--- config.mk ---
export PLATFORM = sky130hd
export DESIGN_NAME = led_mode_sequencer
export DESIGN_NICKNAME = d
export VERILOG_FILES = /design/src/rtl/led_mode_sequencer_pkg.sv /design/src/rtl/led_mode_sequencer_btn_debounce.sv /design/src/rtl/led_mode_sequencer.sv
export SDC_FILE = /design/constraint.sdc
export NUM_CORES = 1
export LEC_CHECK = 0
export CAP_MARGIN = 40
export CORE_MARGIN = 2
export CORE_UTILIZATION = 40
export CTS_CLUSTER_DIAMETER = 120
export DETAILED_ROUTE_END_ITERATION = 12
export PLACE_DENSITY = 0.55
export SLEW_MARGIN = 25
export SYNTH_ARGS = -nofsm -noshare
export SYNTH_HDL_FRONTEND = slang
export SYNTH_SLANG_ARGS = --single-unit
--- constraint.sdc ---
create_clock -name CLK100MHZ -period 8.3 [get_ports CLK100MHZ]
set_clock_uncertainty 0.2 [all_clocks]
set_input_delay 0.83 -clock CLK100MHZ [delete_from_list [all_inputs] [get_ports CLK100MHZ]]
set_output_delay 0.83 -clock CLK100MHZ [all_outputs]
set_load 0.01 [all_outputs]
--- src/rtl/led_mode_sequencer_pkg.sv ---
// Shared types and constants for the LED mode sequencer: mode encoding,
// the colour-cycle table and the brightness step/reset values.
package led_mode_sequencer_pkg;

    typedef enum logic [1:0] {
        MODE_IDLE    = 2'd0,
        MODE_MANUAL  = 2'd1,
        MODE_CYCLE   = 2'd2,
        MODE_BREATHE = 2'd3
    } mode_t;

    localparam int NUM_COLORS = 6;

    // {R,G,B}; entry 0 is the rightmost element: R, RG, G, GB, B, RB
    localparam logic [NUM_COLORS-1:0][2:0] COLOR_TABLE = {
        3'b101, 3'b001, 3'b011, 3'b010, 3'b110, 3'b100
    };

    localparam int BRIGHT_STEP  = 16;
    localparam int BRIGHT_RESET = 8'h80;

endpackage

--- src/rtl/led_mode_sequencer_btn_debounce.sv ---
// One button: 2-flop synchronizer, consecutive-cycle debounce counter and a
// single-cycle pulse on the accepted 0->1 edge.
module btn_debounce #(
    parameter int DEBOUNCE_CYCLES = 1_000_000
) (
    input  logic i_clk,
    input  logic i_rst,
    input  logic i_btn,
    output logic o_press
);

    localparam int CNT_W = $clog2(DEBOUNCE_CYCLES + 1);

    logic             r_meta;
    logic             r_sync;
    logic             r_level;
    logic             r_press;
    logic [CNT_W-1:0] r_cnt;
    logic             w_differs;
    logic             w_accept;

    assign w_differs = r_sync != r_level;
    assign w_accept  = w_differs && (r_cnt == CNT_W'(DEBOUNCE_CYCLES - 1));
    assign o_press   = r_press;

    always_ff @(posedge i_clk or posedge i_rst) begin
        if (i_rst) begin
            r_meta  <= 1'b0;
            r_sync  <= 1'b0;
            r_level <= 1'b0;
            r_press <= 1'b0;
            r_cnt   <= '0;
        end else begin
            r_meta  <= i_btn;
            r_sync  <= r_meta;
            r_press <= w_accept && r_sync;
            // Any cycle where the input agrees with the level restarts the count
            if (w_accept) begin
                r_level <= r_sync;
                r_cnt   <= '0;
            end else if (w_differs) begin
                r_cnt <= r_cnt + 1'b1;
            end else begin
                r_cnt <= '0;
            end
        end
    end

endmodule

--- src/rtl/led_mode_sequencer.sv ---
// Four-mode tri-colour LED sequencer (idle, manual, colour cycle, breathe)
// driven by debounced buttons, with PWM brightness and registered outputs.
module led_mode_sequencer
    import led_mode_sequencer_pkg::*;
#(
    parameter int DEBOUNCE_CYCLES = 1_000_000,
    parameter int STEP_CYCLES     = 25_000_000,
    parameter int PWM_BITS        = 8
) (
    input  logic                CLK100MHZ,
    input  logic                RST,
    input  logic [3:0]          BTN,
    input  logic [3:0]          SW,
    output logic [1:0]          RLED,
    output logic [1:0]          GLED,
    output logic [1:0]          BLED,
    output logic [3:0]          LED,
    output mode_t               o_dbg_state,
    output logic                o_dbg_paused,
    output logic [2:0]          o_dbg_color_idx,
    output logic [PWM_BITS-1:0] o_dbg_brightness,
    output logic [PWM_BITS-1:0] o_dbg_level
);

    localparam int STEP_W = (STEP_CYCLES > 1) ? $clog2(STEP_CYCLES) : 1;
    localparam logic [PWM_BITS-1:0] STEP_VAL = PWM_BITS'(BRIGHT_STEP);
    localparam logic [PWM_BITS-1:0] MAX_VAL  = '1;

    logic [3:0]          w_press;
    logic [3:0]          r_sw_meta, r_sw_sync;
    mode_t               r_state, w_state_next;
    logic                r_paused, r_dir_up;
    logic [PWM_BITS-1:0] r_brightness, r_pwm_cnt, r_level;
    logic [STEP_W-1:0]   r_step_cnt;
    logic [2:0]          r_color_idx;
    logic [1:0]          r_rled, r_gled, r_bled;
    logic [3:0]          r_led;
    logic                w_mode_press, w_pause_press, w_up_press, w_dn_press;
    logic                w_run, w_tick, w_lit;
    logic [PWM_BITS:0]   w_bright_sum, w_level_sum;
    logic [PWM_BITS-1:0] w_bright_up, w_bright_dn;
    logic [PWM_BITS-1:0] w_level_cl, w_level_up, w_level_dn, w_duty;
    logic [2:0]          w_color;

    for (genvar gi = 0; gi < 4; gi++) begin : g_btn
        btn_debounce #(.DEBOUNCE_CYCLES(DEBOUNCE_CYCLES)) u_btn (
            .i_clk   (CLK100MHZ),
            .i_rst   (RST),
            .i_btn   (BTN[gi]),
            .o_press (w_press[gi])
        );
    end

    // Same-cycle presses: mode beats pause beats brightness; up+down cancel
    assign w_mode_press  = w_press[0];
    assign w_pause_press = w_press[1] & ~w_press[0];
    assign w_up_press    = w_press[2] & ~w_press[3] & ~w_press[1] & ~w_press[0];
    assign w_dn_press    = w_press[3] & ~w_press[2] & ~w_press[1] & ~w_press[0];

    always_comb begin
        w_state_next = r_state;
        if (w_mode_press) begin
            case (r_state)
                MODE_IDLE:    w_state_next = MODE_MANUAL;
                MODE_MANUAL:  w_state_next = MODE_CYCLE;
                MODE_CYCLE:   w_state_next = MODE_BREATHE;
                default:      w_state_next = MODE_IDLE;
            endcase
        end
    end

    always_ff @(posedge CLK100MHZ or posedge RST) begin
        if (RST) r_state <= MODE_IDLE;
        else     r_state <= w_state_next;
    end

    assign w_run  = ((r_state == MODE_CYCLE) || (r_state == MODE_BREATHE)) && !r_paused;
    assign w_tick = w_run && !w_mode_press && (r_step_cnt == STEP_W'(STEP_CYCLES - 1));

    assign w_bright_sum = {1'b0, r_brightness} + {1'b0, STEP_VAL};
    assign w_bright_up  = w_bright_sum[PWM_BITS] ? MAX_VAL : w_bright_sum[PWM_BITS-1:0];
    assign w_bright_dn  = (r_brightness < STEP_VAL) ? '0 : r_brightness - STEP_VAL;

    assign w_level_cl  = (r_level > r_brightness) ? r_brightness : r_level;
    assign w_level_sum = {1'b0, w_level_cl} + {1'b0, STEP_VAL};
    assign w_level_up  = (w_level_sum >= {1'b0, r_brightness}) ? r_brightness
                                                               : w_level_sum[PWM_BITS-1:0];
    assign w_level_dn  = (w_level_cl < STEP_VAL) ? '0 : w_level_cl - STEP_VAL;

    always_ff @(posedge CLK100MHZ or posedge RST) begin
        if (RST) begin
            r_sw_meta    <= '0;
            r_sw_sync    <= '0;
            r_paused     <= 1'b0;
            r_brightness <= PWM_BITS'(BRIGHT_RESET);
            r_pwm_cnt    <= '0;
            r_step_cnt   <= '0;
            r_color_idx  <= '0;
            r_level      <= '0;
            r_dir_up     <= 1'b1;
        end else begin
            r_sw_meta <= SW;
            r_sw_sync <= r_sw_meta;
            r_pwm_cnt <= r_pwm_cnt + 1'b1;

            if (w_mode_press)
                r_paused <= 1'b0;
            else if (w_pause_press && (r_state == MODE_CYCLE || r_state == MODE_BREATHE))
                r_paused <= ~r_paused;

            if (w_up_press)      r_brightness <= w_bright_up;
            else if (w_dn_press) r_brightness <= w_bright_dn;

            if (w_mode_press || w_tick) r_step_cnt <= '0;
            else if (w_run)             r_step_cnt <= r_step_cnt + 1'b1;

            if (w_tick && r_state == MODE_CYCLE)
                r_color_idx <= (r_color_idx == 3'(NUM_COLORS - 1)) ? 3'd0 : r_color_idx + 3'd1;

            // Level always tracks a lowered brightness, even between ticks
            if (w_tick && r_state == MODE_BREATHE) begin
                if (r_dir_up) begin
                    r_level <= w_level_up;
                    if (w_level_up == r_brightness) r_dir_up <= 1'b0;
                end else begin
                    r_level <= w_level_dn;
                    if (w_level_dn == '0) r_dir_up <= 1'b1;
                end
            end else begin
                r_level <= w_level_cl;
            end
        end
    end

    always_comb begin
        w_color = 3'b000;
        w_duty  = '0;
        case (r_state)
            MODE_MANUAL: begin
                w_color = r_sw_sync[2:0];
                w_duty  = r_brightness;
            end
            MODE_CYCLE: begin
                w_color = COLOR_TABLE[r_color_idx];
                w_duty  = r_brightness;
            end
            MODE_BREATHE: begin
                w_color = 3'b111;
                w_duty  = r_level;
            end
            default: ;
        endcase
    end

    assign w_lit = r_pwm_cnt < w_duty;

    always_ff @(posedge CLK100MHZ or posedge RST) begin
        if (RST) begin
            r_rled <= '0;
            r_gled <= '0;
            r_bled <= '0;
            r_led  <= '0;
        end else begin
            r_rled <= {w_color[2] & w_lit & r_sw_sync[3], w_color[2] & w_lit};
            r_gled <= {w_color[1] & w_lit & r_sw_sync[3], w_color[1] & w_lit};
            r_bled <= {w_color[0] & w_lit & r_sw_sync[3], w_color[0] & w_lit};
            r_led  <= 4'b0001 << r_state;
        end
    end

    assign RLED             = r_rled;
    assign GLED             = r_gled;
    assign BLED             = r_bled;
    assign LED              = r_led;
    assign o_dbg_state      = r_state;
    assign o_dbg_paused     = r_paused;
    assign o_dbg_color_idx  = r_color_idx;
    assign o_dbg_brightness = r_brightness;
    assign o_dbg_level      = r_level;

endmodule

==> flow_results.xml, run 1 <==
<?xml version="1.0" encoding="UTF-8"?>
<metrics>
  <group name="finish">
    <metric name="fillCellCount" unit="">2026</metric>
    <metric name="antenna-diode-count" unit="">0</metric>
    <metric name="layout-area-overhead-vs-synth" unit="%">15.01</metric>
    <metric name="flip_flop_and_latch_area" unit="sq um">4182</metric>
    <metric name="area_of_the_multi_input_gates" unit="sq um">4151</metric>
    <metric name="post_layout_nonfiller_instances" unit="">1215</metric>
    <metric name="layout-drive-gt1-share" unit="%">6.702</metric>
    <metric name="nets" unit="">975</metric>
    <metric name="post-route-cell-area" unit="sq um">9903</metric>
  </group>
  <group name="placement">
    <metric name="place_congestion" unit="">0.8658</metric>
    <metric name="area_after_detailed_placement" unit="sq um">9301</metric>
    <metric name="dp_hpwl" unit="um">12100</metric>
    <metric name="buffer_ports.inserted" unit="">41</metric>
    <metric name="placed_cells" unit="">1182</metric>
  </group>
  <group name="drt">
    <metric name="initial_drc_count" unit="">300</metric>
    <metric name="post_drt_wl_per_cell" unit="um">14.21</metric>
    <metric name="routed-via-count" unit="">6150</metric>
    <metric name="drtPass1Iterations" unit="">4</metric>
    <metric name="routed_wl" unit="um">17270</metric>
    <metric name="ant_nets" unit="">0</metric>
    <metric name="viasPerCell" unit="">5.062</metric>
    <metric name="dr_drc_count" unit="">0</metric>
  </group>
  <group name="logic_synthesis">
    <metric name="post_synth_most_frequent_cells" unit="">165 x sky130_fd_sc_hd__dfrtp_1, 157 x sky130_fd_sc_hd__nor2_1, 67 x sky130_fd_sc_hd__nand2_1</metric>
    <metric name="yosys.cell_count.top_type" unit="">sky130_fd_sc_hd__dfrtp_1</metric>
    <metric name="yosys_register_bits" unit="">167</metric>
    <metric name="netlist_instances" unit="">892</metric>
    <metric name="synth_area_per_cell" unit="sq um">9.653</metric>
    <metric name="synth.top_cells.by_area" unit="">sky130_fd_sc_hd__dfrtp_1 48%, sky130_fd_sc_hd__nor2_1 6.8%, sky130_fd_sc_hd__xor2_1 6.4%</metric>
    <metric name="yosys.area_share.adder" unit="%">5.522</metric>
    <metric name="synth_simple_gate_area_share" unit="%">21.23</metric>
    <metric name="synth_top_area_cell" unit="">sky130_fd_sc_hd__dfrtp_1</metric>
    <metric name="syn-cell-area" unit="sq um">8611</metric>
    <metric name="sequential_fraction_of_the_synthesis_area" unit="%">48.56</metric>
    <metric name="dominant_combinational_cell_family_by_area_after_synthesis" unit="">simple AND/OR/NAND/NOR gates</metric>
    <metric name="ys.flop_type" unit="">sky130_fd_sc_hd__dfrtp_1</metric>
    <metric name="synthDominantCellAreaShare" unit="%">47.95</metric>
    <metric name="ys_warn_count" unit="">0</metric>
    <metric name="postSynthNetCount" unit="">940</metric>
    <metric name="synth.area.mux_share" unit="%">2.034</metric>
    <metric name="post_synth_num_cell_types" unit="">57</metric>
    <metric name="post_synth_xor_area_fraction" unit="%">11.49</metric>
    <metric name="synth-compound-area-share" unit="%">7.934</metric>
    <metric name="synth-edff-count" unit="">0</metric>
    <metric name="ys_async_sr_fraction" unit="%">100.0</metric>
  </group>
  <group name="run">
    <metric name="cap_viol_max_count" unit="">0</metric>
  </group>
  <group name="worst_setup_path">
    <metric name="critical-path-max-stage-delay" unit="ns">0.59</metric>
    <metric name="critical_path_buf_inv_count" unit="">2</metric>
    <metric name="worstSetupStartpointType" unit="">register</metric>
    <metric name="crit_family" unit="">compound AO/OA/AOI/OAI gates</metric>
    <metric name="maximum_fanout_count_along_the_critical_path" unit="">13</metric>
    <metric name="crit_path_launch" unit="">o_dbg_brightness[2]$_DFFE_PP0P_</metric>
    <metric name="critical_path_cell_sequence" unit="">inv_1 -&gt; ha_1 -&gt; nor2b_1 -&gt; o211ai_2 -&gt; a21oi_2 -&gt; o21ai_2 -&gt; buf_6 -&gt; mux2_2 -&gt; ha_1 -&gt; xnor2_1 -&gt; ha_1 -&gt; o21a_1 -&gt; nor2_1 -&gt; a21oi_1 -&gt; a21o_1 -&gt; mux2_4 -&gt; a211oi_2</metric>
    <metric name="critPathRequiredTime" unit="ns">8.44</metric>
    <metric name="critical_path.most_common_cell" unit="">sky130_fd_sc_hd__ha_1</metric>
    <metric name="critPathKind" unit="">reg2reg</metric>
    <metric name="cpMaxStageDelayCell" unit="">sky130_fd_sc_hd__dfrtp_1</metric>
    <metric name="worst_setup_path_end_kind" unit="">register</metric>
    <metric name="reg_to_reg_startpoint" unit="">o_dbg_brightness[2]$_DFFE_PP0P_</metric>
    <metric name="cp.arrival" unit="ns">5.27</metric>
  </group>
  <group name="power_and_ir_drop">
    <metric name="total_leakage_power" unit="nW">4.300</metric>
    <metric name="power_per_cell_area" unit="nW/um^2">167.8</metric>
    <metric name="worst_ir_drop_vdd" unit="mV">0.1288</metric>
    <metric name="post-layout-total-power" unit="mW">1.661</metric>
  </group>
  <group name="global_routing">
    <metric name="grt_antenna_before_repair" unit="">0</metric>
    <metric name="grt.overflow.total" unit="">0</metric>
    <metric name="grt_use_total" unit="%">16.24</metric>
    <metric name="first_pass_grt_wire_length" unit="um">29290</metric>
    <metric name="grt_max_degree" unit="">71</metric>
    <metric name="first_global_vias" unit="">5940</metric>
  </group>
  <group name="run_status">
    <metric name="outcome" unit="">finished, final reports clean</metric>
  </group>
  <group name="sta">
    <metric name="grt_setup_unrepaired" unit="">no</metric>
    <metric name="timing_hold_violations_final" unit="">0</metric>
    <metric name="top_achievable_clock_speed" unit="MHz">195.0</metric>
    <metric name="setup_tns" unit="ns">0</metric>
    <metric name="setup_violations" unit="">0</metric>
    <metric name="holdWs" unit="ns">0.1480</metric>
    <metric name="relSlewSlack" unit="%">49.98</metric>
    <metric name="report.final.slew_viol_count" unit="">0</metric>
    <metric name="final.period_utilization" unit="%">61.77</metric>
    <metric name="worst_pin_slew" unit="ns">0.7399</metric>
    <metric name="layout_min_cycle_time" unit="ns">5.127</metric>
  </group>
  <group name="cts">
    <metric name="cts.hold.buffers_added" unit="">0</metric>
    <metric name="post-cts-setup-buffer-count" unit="">0</metric>
    <metric name="cts_sinks" unit="">167</metric>
    <metric name="total_cts_buffers" unit="">17</metric>
    <metric name="clock_tree.buffer_depth" unit="">2</metric>
    <metric name="clk_root_buffer_cell" unit="">sky130_fd_sc_hd__clkbuf_16</metric>
    <metric name="clock_transition_at_the_register_clock_pins_on_the_worst_setup_and_hold_paths_after_cts" unit="ns">0.06</metric>
    <metric name="cts_tree" unit="">built</metric>
    <metric name="clkLatencyLatePin" unit="ns">0.43</metric>
    <metric name="cts-resized-gates" unit="">0</metric>
    <metric name="htreeDepth" unit="">4</metric>
  </group>
  <group name="floorplanning">
    <metric name="fp.dieW" unit="um">150.7</metric>
    <metric name="die_area" unit="sq um">22720</metric>
    <metric name="die-height" unit="um">150.7</metric>
    <metric name="effective_utilization_at_floorplan" unit="%">40.83</metric>
    <metric name="fp.coreArea" unit="sq um">21090</metric>
    <metric name="std_cell_rows" unit="">53</metric>
    <metric name="boundaryPins" unit="">42</metric>
  </group>
  <group name="hold_path">
    <metric name="holdCritStartpoint" unit="">g_btn[0].u_btn.r_meta$_DFF_PP0_</metric>
    <metric name="hp-class" unit="">reg2reg</metric>
  </group>
</metrics>
-- routing by layer --
metal / GRT usage [%] / part of all wire, % / vias to the layer above
met1: 23.27 / 50 / 2917
met3: 3.182 / 2.8 / 22
met5: 0 / 0 / -
met2: 24.68 / 45 / 85
li1: - / - / 3126
met4: 5.421 / 1.5 / 0
-- area by class of cell --
class | count | share of cell area (%)
multi-input cells | 660 | 41.92
inverters | 34 | 1.339
clock buffers | 19 | 4.574
well taps | 275 | 3.474
repair buffers | 47 | 5.016
clock inverters | 13 | 1.453
flip-flops and latches | 167 | 42.22
-- final timing paths --
path / to / slack (ns) / depth (start not counted)
hold / removal: g_btn[0].u_btn.r_sync$_DFF_PP0_ / 0.15 / 0
setup reg to reg: o_dbg_level[7]$_DFF_PP0_ / 3.17 / 17
max in group asynchronous: g_btn[3].u_btn.r_cnt[14]$_DFF_PP0_ / 6.47 / 4
min in group asynchronous: g_btn[2].u_btn.r_meta$_DFF_PP0_ / 0.54 / 2
setup / recovery: o_dbg_level[7]$_DFF_PP0_ / 3.17 / 17
hold reg to reg: g_btn[0].u_btn.r_sync$_DFF_PP0_ / 0.15 / 0
-- power breakdown --
part           switching, mW  internal (mW)
Sequential           0.00622          0.823
Combinational         0.0268         0.0121
Clock                  0.332          0.462
Total                  0.365           1.30
-- cells in the final DEF (no fill, tap or decap), types with 10 or more instances in the layout --
| cell type | Yosys | routed |
|---|---|---|
| sky130_fd_sc_hd__nand3_1 | 65 | 65 |
| sky130_fd_sc_hd__xnor2_1 | 50 | 50 |
| sky130_fd_sc_hd__dfrtp_1 | 165 | 165 |
| sky130_fd_sc_hd__and3_1 | 16 | 16 |
| sky130_fd_sc_hd__a21oi_1 | 27 | 27 |
| sky130_fd_sc_hd__clkdlybuf4s50_1 | 0 | 41 |
| sky130_fd_sc_hd__clkbuf_16 | 0 | 17 |
| sky130_fd_sc_hd__xor2_1 | 63 | 63 |
| sky130_fd_sc_hd__nor2_1 | 157 | 157 |
| sky130_fd_sc_hd__ha_1 | 38 | 38 |
| sky130_fd_sc_hd__nor4_1 | 10 | 10 |
| sky130_fd_sc_hd__nor3_1 | 15 | 15 |
| sky130_fd_sc_hd__nand4_1 | 18 | 18 |
| sky130_fd_sc_hd__nand2_1 | 67 | 67 |
| sky130_fd_sc_hd__inv_1 | 34 | 33 |
| sky130_fd_sc_hd__o21ai_0 | 26 | 26 |
-- through the flow --
step | util [%] | setup WS (ns)
2_1_floorplan | - | 2.755
3_3_place_gp | 43.79 | 3.162
3_5_place_dp | 44.11 | 3.205
4_1_cts | 46.94 | 3.189
5_1_grt | 46.96 | 2.794
6_report | 46.96 | 3.173
-- registers in the layout, indices dropped and copies added (netlist names) --
signal               flops
o_dbg_brightness         5
o_dbg_state              2
r_sw_meta                4
LED                      4
g_btn.u_btn.o_press      4
r_pwm_cnt                8
o_dbg_level              8
g_btn.u_btn.r_level      4
r_sw_sync                4
GLED                     2
o_dbg_paused             1
g_btn.u_btn.r_cnt       80
o_dbg_color_idx          3
BLED                     2
g_btn.u_btn.r_meta       4
RLED                     2
g_btn.u_btn.r_sync       4
r_step_cnt              25
r_dir_up                 1
-- cells by family after synthesis --
logic type,count (synthesis)
simple gates,389
buf+inv,65
mux,15
flops,167
fa+ha+maj,38
xor+xnor,113
compound gates,105
Power figures use the tool's default switching activity.
==> run 2, diff against run 1 <==
- clock period: 8.3 -> 5.31 ns (I/O delays scaled with it)
==> run 2 against run 1 <==
Maximum frequency grew 3.9%. Combinational power up 55%. Register-to-register slack worse by 2.8 ns. Cell count is 0.58% higher. Power is 59% higher. Via count rose by 1.7%. Critical path type unchanged.
==> flow_results.xml, run 2 (synthesis gave the netlist of run 1 again) <==
<?xml version="1.0" encoding="UTF-8"?>
<metrics>
  <group name="run_status">
    <metric name="outcome" unit="">finished, final reports clean</metric>
  </group>
  <group name="power_and_ir_drop">
    <metric name="total_leakage_power" unit="nW">4.340</metric>
    <metric name="post-layout-total-power" unit="mW">2.638</metric>
    <metric name="power_per_cell_area" unit="nW/um^2">265.1</metric>
    <metric name="worst_ir_drop_vdd" unit="mV">0.2039</metric>
  </group>
  <group name="finish">
    <metric name="layout-drive-gt1-share" unit="%">7.286</metric>
    <metric name="antenna-diode-count" unit="">0</metric>
    <metric name="nets" unit="">982</metric>
    <metric name="layout-area-overhead-vs-synth" unit="%">15.58</metric>
    <metric name="registers_with_the_highest_flip_flop_counts" unit="">g_btn.u_btn.r_cnt x80, r_step_cnt x25</metric>
    <metric name="max_flop_register" unit="">g_btn.u_btn.r_cnt</metric>
    <metric name="mostFrequentLayoutCells" unit="">165 x sky130_fd_sc_hd__dfrtp_1, 157 x sky130_fd_sc_hd__nor2_1, 67 x sky130_fd_sc_hd__nand2_1</metric>
    <metric name="finish.utilization" unit="%">47.19</metric>
    <metric name="largest_register_ff_count" unit="">80</metric>
    <metric name="layout.cells.most_common" unit="">sky130_fd_sc_hd__dfrtp_1</metric>
  </group>
  <group name="floorplanning">
    <metric name="std_cell_rows" unit="">53</metric>
    <metric name="fp.dieW" unit="um">150.7</metric>
    <metric name="die-height" unit="um">150.7</metric>
    <metric name="boundaryPins" unit="">42</metric>
    <metric name="die_area" unit="sq um">22720</metric>
    <metric name="effective_utilization_at_floorplan" unit="%">40.83</metric>
    <metric name="fp.coreArea" unit="sq um">21090</metric>
  </group>
  <group name="cts">
    <metric name="cts-resized-gates" unit="">0</metric>
    <metric name="total_cts_buffers" unit="">17</metric>
    <metric name="clock_tree.buffer_depth" unit="">2</metric>
    <metric name="cts_tree" unit="">built</metric>
    <metric name="htreeDepth" unit="">4</metric>
    <metric name="cts_sinks" unit="">167</metric>
    <metric name="clkLatencyLatePin" unit="ns">0.42</metric>
    <metric name="clk_root_buffer_cell" unit="">sky130_fd_sc_hd__clkbuf_16</metric>
    <metric name="clock_transition_at_the_register_clock_pins_on_the_worst_setup_and_hold_paths_after_cts" unit="ns">0.07</metric>
    <metric name="cts.hold.buffers_added" unit="">0</metric>
    <metric name="post-cts-setup-buffer-count" unit="">0</metric>
  </group>
  <group name="worst_setup_path">
    <metric name="cp.arrival" unit="ns">5.08</metric>
    <metric name="cpMaxStageDelayCell" unit="">sky130_fd_sc_hd__dfstp_2</metric>
    <metric name="critPathRequiredTime" unit="ns">5.45</metric>
    <metric name="critPathKind" unit="">reg2reg</metric>
    <metric name="critical_path_cell_sequence" unit="">inv_1 -&gt; ha_1 -&gt; a21oi_1 -&gt; o21ai_0 -&gt; o21ai_2 -&gt; mux2i_1 -&gt; inv_1 -&gt; ha_1 -&gt; xnor2_1 -&gt; ha_1 -&gt; o21a_1 -&gt; nor2_1 -&gt; a21oi_1 -&gt; a21o_1 -&gt; mux2_4 -&gt; a211oi_2</metric>
    <metric name="critical_path.most_common_cell" unit="">sky130_fd_sc_hd__ha_1</metric>
    <metric name="worstSetupStartpointType" unit="">register</metric>
    <metric name="critical-path-max-stage-delay" unit="ns">0.69</metric>
    <metric name="maximum_fanout_count_along_the_critical_path" unit="">15</metric>
    <metric name="worst_setup_path_end_kind" unit="">register</metric>
  </group>
  <group name="sta">
    <metric name="grt_setup_unrepaired" unit="">no</metric>
    <metric name="timing_hold_violations_final" unit="">0</metric>
    <metric name="layout_min_cycle_time" unit="ns">4.937</metric>
    <metric name="report.final.slew_viol_count" unit="">0</metric>
    <metric name="setup_tns" unit="ns">0</metric>
    <metric name="setup_violations" unit="">0</metric>
    <metric name="relSlewSlack" unit="%">45.37</metric>
    <metric name="finalWorstSetupSlack" unit="ns">0.3729</metric>
    <metric name="final.period_utilization" unit="%">92.98</metric>
    <metric name="worst_pin_slew" unit="ns">0.8173</metric>
    <metric name="holdWs" unit="ns">0.1484</metric>
    <metric name="top_achievable_clock_speed" unit="MHz">202.5</metric>
  </group>
  <group name="drt">
    <metric name="routed_wl" unit="um">17610</metric>
    <metric name="routed-via-count" unit="">6254</metric>
    <metric name="ant_nets" unit="">0</metric>
    <metric name="post_drt_wl_per_cell" unit="um">14.41</metric>
    <metric name="viasPerCell" unit="">5.118</metric>
    <metric name="initial_drc_count" unit="">260</metric>
    <metric name="drtPass1Iterations" unit="">4</metric>
    <metric name="dr_drc_count" unit="">0</metric>
  </group>
  <group name="run">
    <metric name="cap_viol_max_count" unit="">0</metric>
  </group>
  <group name="global_routing">
    <metric name="grt_max_degree" unit="">64</metric>
    <metric name="first_pass_grt_wire_length" unit="um">30390</metric>
    <metric name="grt_most_used_layer" unit="">met2</metric>
    <metric name="use_met2" unit="%">26.43</metric>
    <metric name="grt.overflow.total" unit="">0</metric>
    <metric name="grt_antenna_before_repair" unit="">0</metric>
    <metric name="met1_usage" unit="%">23.55</metric>
    <metric name="grt_use_total" unit="%">16.85</metric>
    <metric name="first_global_vias" unit="">6061</metric>
    <metric name="groute.layer.met3.usage" unit="%">3.273</metric>
  </group>
  <group name="placement">
    <metric name="buffer_ports.inserted" unit="">41</metric>
    <metric name="dpl_worst_slack" unit="ns">0.5046</metric>
    <metric name="place_congestion" unit="">0.9081</metric>
    <metric name="dp_hpwl" unit="um">12250</metric>
  </group>
  <group name="hold_path">
    <metric name="hp-class" unit="">reg2reg</metric>
  </group>
</metrics>
run 2: cell type report:
type | count | area [sq um]
repair buffers | 54 | 531.8
flip-flops and latches | 167 | 4182
inverters | 34 | 132.6
fillers | 2030 | 11140
multi-input cells | 660 | 4151
well taps | 275 | 344.1
clock buffers | 19 | 442.9
clock inverters | 13 | 167.7
run 2: final timing paths:
kind / slack, ns / depth (start not counted) / from / to
max: 0.37 / 16 / o_dbg_brightness[7]$_DFFE_PP1P_ / o_dbg_level[7]$_DFF_PP0_
min: 0.15 / 0 / r_sw_meta[3]$_DFF_PP0_ / r_sw_sync[3]$_DFF_PP0_
max reg2reg: 0.37 / 16 / o_dbg_brightness[7]$_DFFE_PP1P_ / o_dbg_level[7]$_DFF_PP0_
min reg2reg: 0.15 / 0 / r_sw_meta[3]$_DFF_PP0_ / r_sw_sync[3]$_DFF_PP0_
max in group asynchronous: 3.46 / 4 / RST / o_dbg_brightness[7]$_DFFE_PP1P_
min in group asynchronous: 0.31 / 2 / RST / r_sw_meta[1]$_DFF_PP0_
run 2: critical path, delay by kind of cell, from the launching register on:
kind / cells / cell delay, ns
adder cells (fa/ha/maj): 3 / 0.89
AND/OR/NAND/NOR: 1 / 0.04
buffers and inverters: 2 / 0.30
flip-flops: 1 / 0.69
AO/OA/AOI/OAI: 7 / 1.79
XOR/XNOR: 1 / 0.25
multiplexers: 2 / 0.69
run 2: per-layer routing:
layer / share of wire (%) / vias up
met3: 3.6 / 18
li1: - / 3132
met5: 0 / -
met1: 50 / 3014
met4: 1.4 / 0
met2: 45 / 90
run 2: metrics by stage:
stage               cells  area, sq um
floorplan             892         8611
global placement     1188         9303
detailed placement   1189         9330
CTS                  1221         9941
global route         1222         9952
finish               1222         9952
run 2: power breakdown:
group | switching (mW) | internal (mW)
Combinational | 0.0421 | 0.0181
Sequential | 0.0100 | 1.29
Clock | 0.523 | 0.759
==> run 3, diff against run 2 <==
- PLACE_DENSITY: 0.55 -> 0.57
- clock period: 5.31 -> 4 ns (I/O delays scaled with it)
==> run 3 against run 2 <==
Sequential share of layout area fell by 0.42 points. Critical endpoint unchanged. Register-to-register slack got worse by 0.23 ns. Highest routed layer unchanged. Critical path depth unchanged. Global-route usage is 0.32 points lower. Critical path type unchanged. Largest cell class is now multi-input gates.
==> flow_results.xml, run 3 (synthesis gave the netlist of run 1 again) <==
<?xml version="1.0" encoding="UTF-8"?>
<metrics>
  <group name="drt">
    <metric name="viasPerCell" unit="">5.073</metric>
    <metric name="initial_drc_count" unit="">371</metric>
    <metric name="dr_drc_count" unit="">0</metric>
    <metric name="routed-via-count" unit="">6280</metric>
    <metric name="post_drt_wl_per_cell" unit="um">13.93</metric>
    <metric name="drtPass1Iterations" unit="">5</metric>
    <metric name="ant_nets" unit="">0</metric>
    <metric name="routed_wl" unit="um">17250</metric>
  </group>
  <group name="placement">
    <metric name="dpl_worst_slack" unit="ns">-0.05609</metric>
    <metric name="buffer_ports.inserted" unit="">41</metric>
    <metric name="place_congestion" unit="">0.9187</metric>
    <metric name="dp_hpwl" unit="um">12200</metric>
  </group>
  <group name="sta">
    <metric name="final.period_utilization" unit="%">96.43</metric>
    <metric name="timing_hold_violations_final" unit="">0</metric>
    <metric name="top_achievable_clock_speed" unit="MHz">259.2</metric>
    <metric name="setup_violations" unit="">0</metric>
    <metric name="setup_tns" unit="ns">0</metric>
    <metric name="grt_setup_unrepaired" unit="">no</metric>
    <metric name="relSlewSlack" unit="%">49.09</metric>
    <metric name="holdWs" unit="ns">0.1440</metric>
    <metric name="report.final.slew_viol_count" unit="">0</metric>
    <metric name="layout_min_cycle_time" unit="ns">3.857</metric>
    <metric name="worst_pin_slew" unit="ns">0.7637</metric>
    <metric name="finalWorstSetupSlack" unit="ns">0.1427</metric>
  </group>
  <group name="worst_setup_path">
    <metric name="cp.arrival" unit="ns">3.99</metric>
    <metric name="reg_to_reg_startpoint" unit="">o_dbg_brightness[7]$_DFFE_PP1P_</metric>
    <metric name="critical_path_cell_sequence" unit="">inv_6 -&gt; ha_4 -&gt; nand4_1 -&gt; or2_1 -&gt; o21ai_4 -&gt; mux2i_1 -&gt; inv_1 -&gt; ha_4 -&gt; xnor2_2 -&gt; ha_1 -&gt; o21a_1 -&gt; nor2_1 -&gt; a21oi_2 -&gt; a21o_4 -&gt; mux2_4 -&gt; a211oi_2</metric>
    <metric name="critPathRequiredTime" unit="ns">4.14</metric>
    <metric name="critical_path.most_common_cell" unit="">sky130_fd_sc_hd__ha_4</metric>
    <metric name="cpMaxStageDelayCell" unit="">sky130_fd_sc_hd__dfstp_2</metric>
    <metric name="critical_path_buf_inv_count" unit="">2</metric>
    <metric name="critical-path-max-stage-delay" unit="ns">0.57</metric>
    <metric name="regToRegEndpoint" unit="">o_dbg_level[7]$_DFF_PP0_</metric>
    <metric name="crit_family" unit="">compound AO/OA/AOI/OAI gates</metric>
    <metric name="worstSetupStartpointType" unit="">register</metric>
    <metric name="critPathKind" unit="">reg2reg</metric>
    <metric name="worst_case_register_to_register_setup_slack" unit="ns">0.14</metric>
    <metric name="r2r.worst_path.cells" unit="">16</metric>
    <metric name="worst_setup_path_end_kind" unit="">register</metric>
    <metric name="maximum_fanout_count_along_the_critical_path" unit="">9</metric>
  </group>
  <group name="finish">
    <metric name="registers_with_the_highest_flip_flop_counts" unit="">g_btn.u_btn.r_cnt x80, r_step_cnt x25</metric>
    <metric name="mostFrequentLayoutCells" unit="">164 x sky130_fd_sc_hd__dfrtp_1, 157 x sky130_fd_sc_hd__nor2_1, 67 x sky130_fd_sc_hd__nand2_1</metric>
    <metric name="fillCellCount" unit="">1972</metric>
    <metric name="layout-area-overhead-vs-synth" unit="%">16.78</metric>
    <metric name="finish.utilization" unit="%">47.69</metric>
    <metric name="area_of_the_multi_input_gates" unit="sq um">4207</metric>
    <metric name="largest_register_ff_count" unit="">80</metric>
    <metric name="max_flop_register" unit="">g_btn.u_btn.r_cnt</metric>
    <metric name="nets" unit="">998</metric>
    <metric name="flip_flop_and_latch_area" unit="sq um">4183</metric>
    <metric name="antenna-diode-count" unit="">0</metric>
    <metric name="layout.cells.most_common" unit="">sky130_fd_sc_hd__dfrtp_1</metric>
    <metric name="layout-drive-gt1-share" unit="%">9.450</metric>
  </group>
  <group name="floorplanning">
    <metric name="die-height" unit="um">150.7</metric>
    <metric name="fp.coreArea" unit="sq um">21090</metric>
    <metric name="die_area" unit="sq um">22720</metric>
    <metric name="boundaryPins" unit="">42</metric>
    <metric name="fp.dieW" unit="um">150.7</metric>
    <metric name="effective_utilization_at_floorplan" unit="%">40.83</metric>
    <metric name="std_cell_rows" unit="">53</metric>
  </group>
  <group name="global_routing">
    <metric name="grt_max_degree" unit="">74</metric>
    <metric name="grt.overflow.total" unit="">0</metric>
    <metric name="first_global_vias" unit="">6054</metric>
    <metric name="use_met2" unit="%">25.05</metric>
    <metric name="met1_usage" unit="%">23.91</metric>
    <metric name="grt_antenna_before_repair" unit="">0</metric>
    <metric name="groute.layer.met3.usage" unit="%">3.606</metric>
    <metric name="grt_most_used_layer" unit="">met2</metric>
    <metric name="first_pass_grt_wire_length" unit="um">29990</metric>
    <metric name="grt_use_total" unit="%">16.53</metric>
  </group>
  <group name="cts">
    <metric name="cts_sinks" unit="">167</metric>
    <metric name="clock_tree.buffer_depth" unit="">2</metric>
    <metric name="clkLatencyLatePin" unit="ns">0.42</metric>
    <metric name="cts_tree" unit="">built</metric>
    <metric name="clk_root_buffer_cell" unit="">sky130_fd_sc_hd__clkbuf_16</metric>
    <metric name="clock_transition_at_the_register_clock_pins_on_the_worst_setup_and_hold_paths_after_cts" unit="ns">0.06</metric>
    <metric name="htreeDepth" unit="">4</metric>
    <metric name="total_cts_buffers" unit="">17</metric>
  </group>
  <group name="power_and_ir_drop">
    <metric name="total_leakage_power" unit="nW">4.403</metric>
    <metric name="power_per_cell_area" unit="nW/um^2">330.0</metric>
    <metric name="worst_ir_drop_vdd" unit="mV">0.2859</metric>
    <metric name="post-layout-total-power" unit="mW">3.318</metric>
  </group>
  <group name="hold_path">
    <metric name="holdCritStartpoint" unit="">r_sw_meta[2]$_DFF_PP0_</metric>
    <metric name="min_delay_path_depth" unit="">0</metric>
    <metric name="hp-class" unit="">reg2reg</metric>
    <metric name="whs_endpoint" unit="">r_sw_sync[2]$_DFF_PP0_</metric>
  </group>
  <group name="run_status">
    <metric name="outcome" unit="">finished, final reports clean</metric>
  </group>
  <group name="run">
    <metric name="cap_viol_max_count" unit="">0</metric>
  </group>
</metrics>
==> run 3: how the worst max path moves through the flow <==
stage | startpoint | end | cells past startpoint
2_1_floorplan | o_dbg_brightness[7]$_DFFE_PP1P_ | o_dbg_level[7]$_DFF_PP0_ | 21
3_3_place_gp | o_dbg_brightness[2]$_DFFE_PP0P_ | o_dbg_level[3]$_DFF_PP0_ | 16
3_5_place_dp | o_dbg_brightness[2]$_DFFE_PP0P_ | o_dbg_level[7]$_DFF_PP0_ | 16
4_1_cts | o_dbg_brightness[7]$_DFFE_PP1P_ | o_dbg_level[7]$_DFF_PP0_ | 15
5_1_grt | o_dbg_brightness[2]$_DFFE_PP0P_ | o_dbg_level[7]$_DFF_PP0_ | 17
6_report | o_dbg_brightness[7]$_DFFE_PP1P_ | o_dbg_level[7]$_DFF_PP0_ | 16
==> run 3: final cells by class <==
| class | instances | share of cell area (%) |
|---|---|---|
| timing repair buffer | 70 | 6.470 |
| inverter | 34 | 1.356 |
| sequential | 167 | 41.60 |
| tap | 275 | 3.422 |
| clock buffer | 22 | 4.517 |
| multi-input combinational | 660 | 41.83 |
| clock inverter | 10 | 0.8088 |
==> run 3: worst reg2reg max path: cells and delay by family, from the launching register on <==
kind | cells | cell delay (ns)
AO/OA/AOI/OAI | 5 | 0.80
XOR/XNOR | 1 | 0.15
adder cells (fa/ha/maj) | 3 | 0.77
buffers and inverters | 2 | 0.17
flip-flops | 1 | 0.57
multiplexers | 2 | 0.60
AND/OR/NAND/NOR | 3 | 0.53
==> run 3: stage by stage <==
step	cells	cell area, sq um
finish	1238	10060
global route	1238	10060
CTS	1236	10020
detailed placement	1204	9479
global placement	1204	9479
floorplan	892	8700
==> run 3: per-layer routing <==
metal / up-vias / share of wire (%)
met5: - / 0
met4: 0 / 1.1
met3: 16 / 4.3
met2: 100 / 45
met1: 2995 / 50
li1: 3169 / -
==> run 3: report_power, final <==
part / internal [mW] / leakage [nW] / switching (mW) / total (mW)
combinational: 0.0232 / 1.88 / 0.0552 / 0.0785
sequential: 1.71 / 2.26 / 0.0122 / 1.72
clock: 0.866 / 0.267 / 0.654 / 1.52
==> run 3: timing repair <==
| action | 4_1_cts | 5_1_grt |
|---|---|---|
| setup buffers | 0 | 1 |
| cloned | 0 | 0 |
| setup endpoints to repair | 5 | 5 |
| gates resized for setup | 2 | 4 |
| pin swaps | 0 | 1 |
| hold buffers | 0 | 0 |
| endpoints found under the hold margin | 0 | 0 |
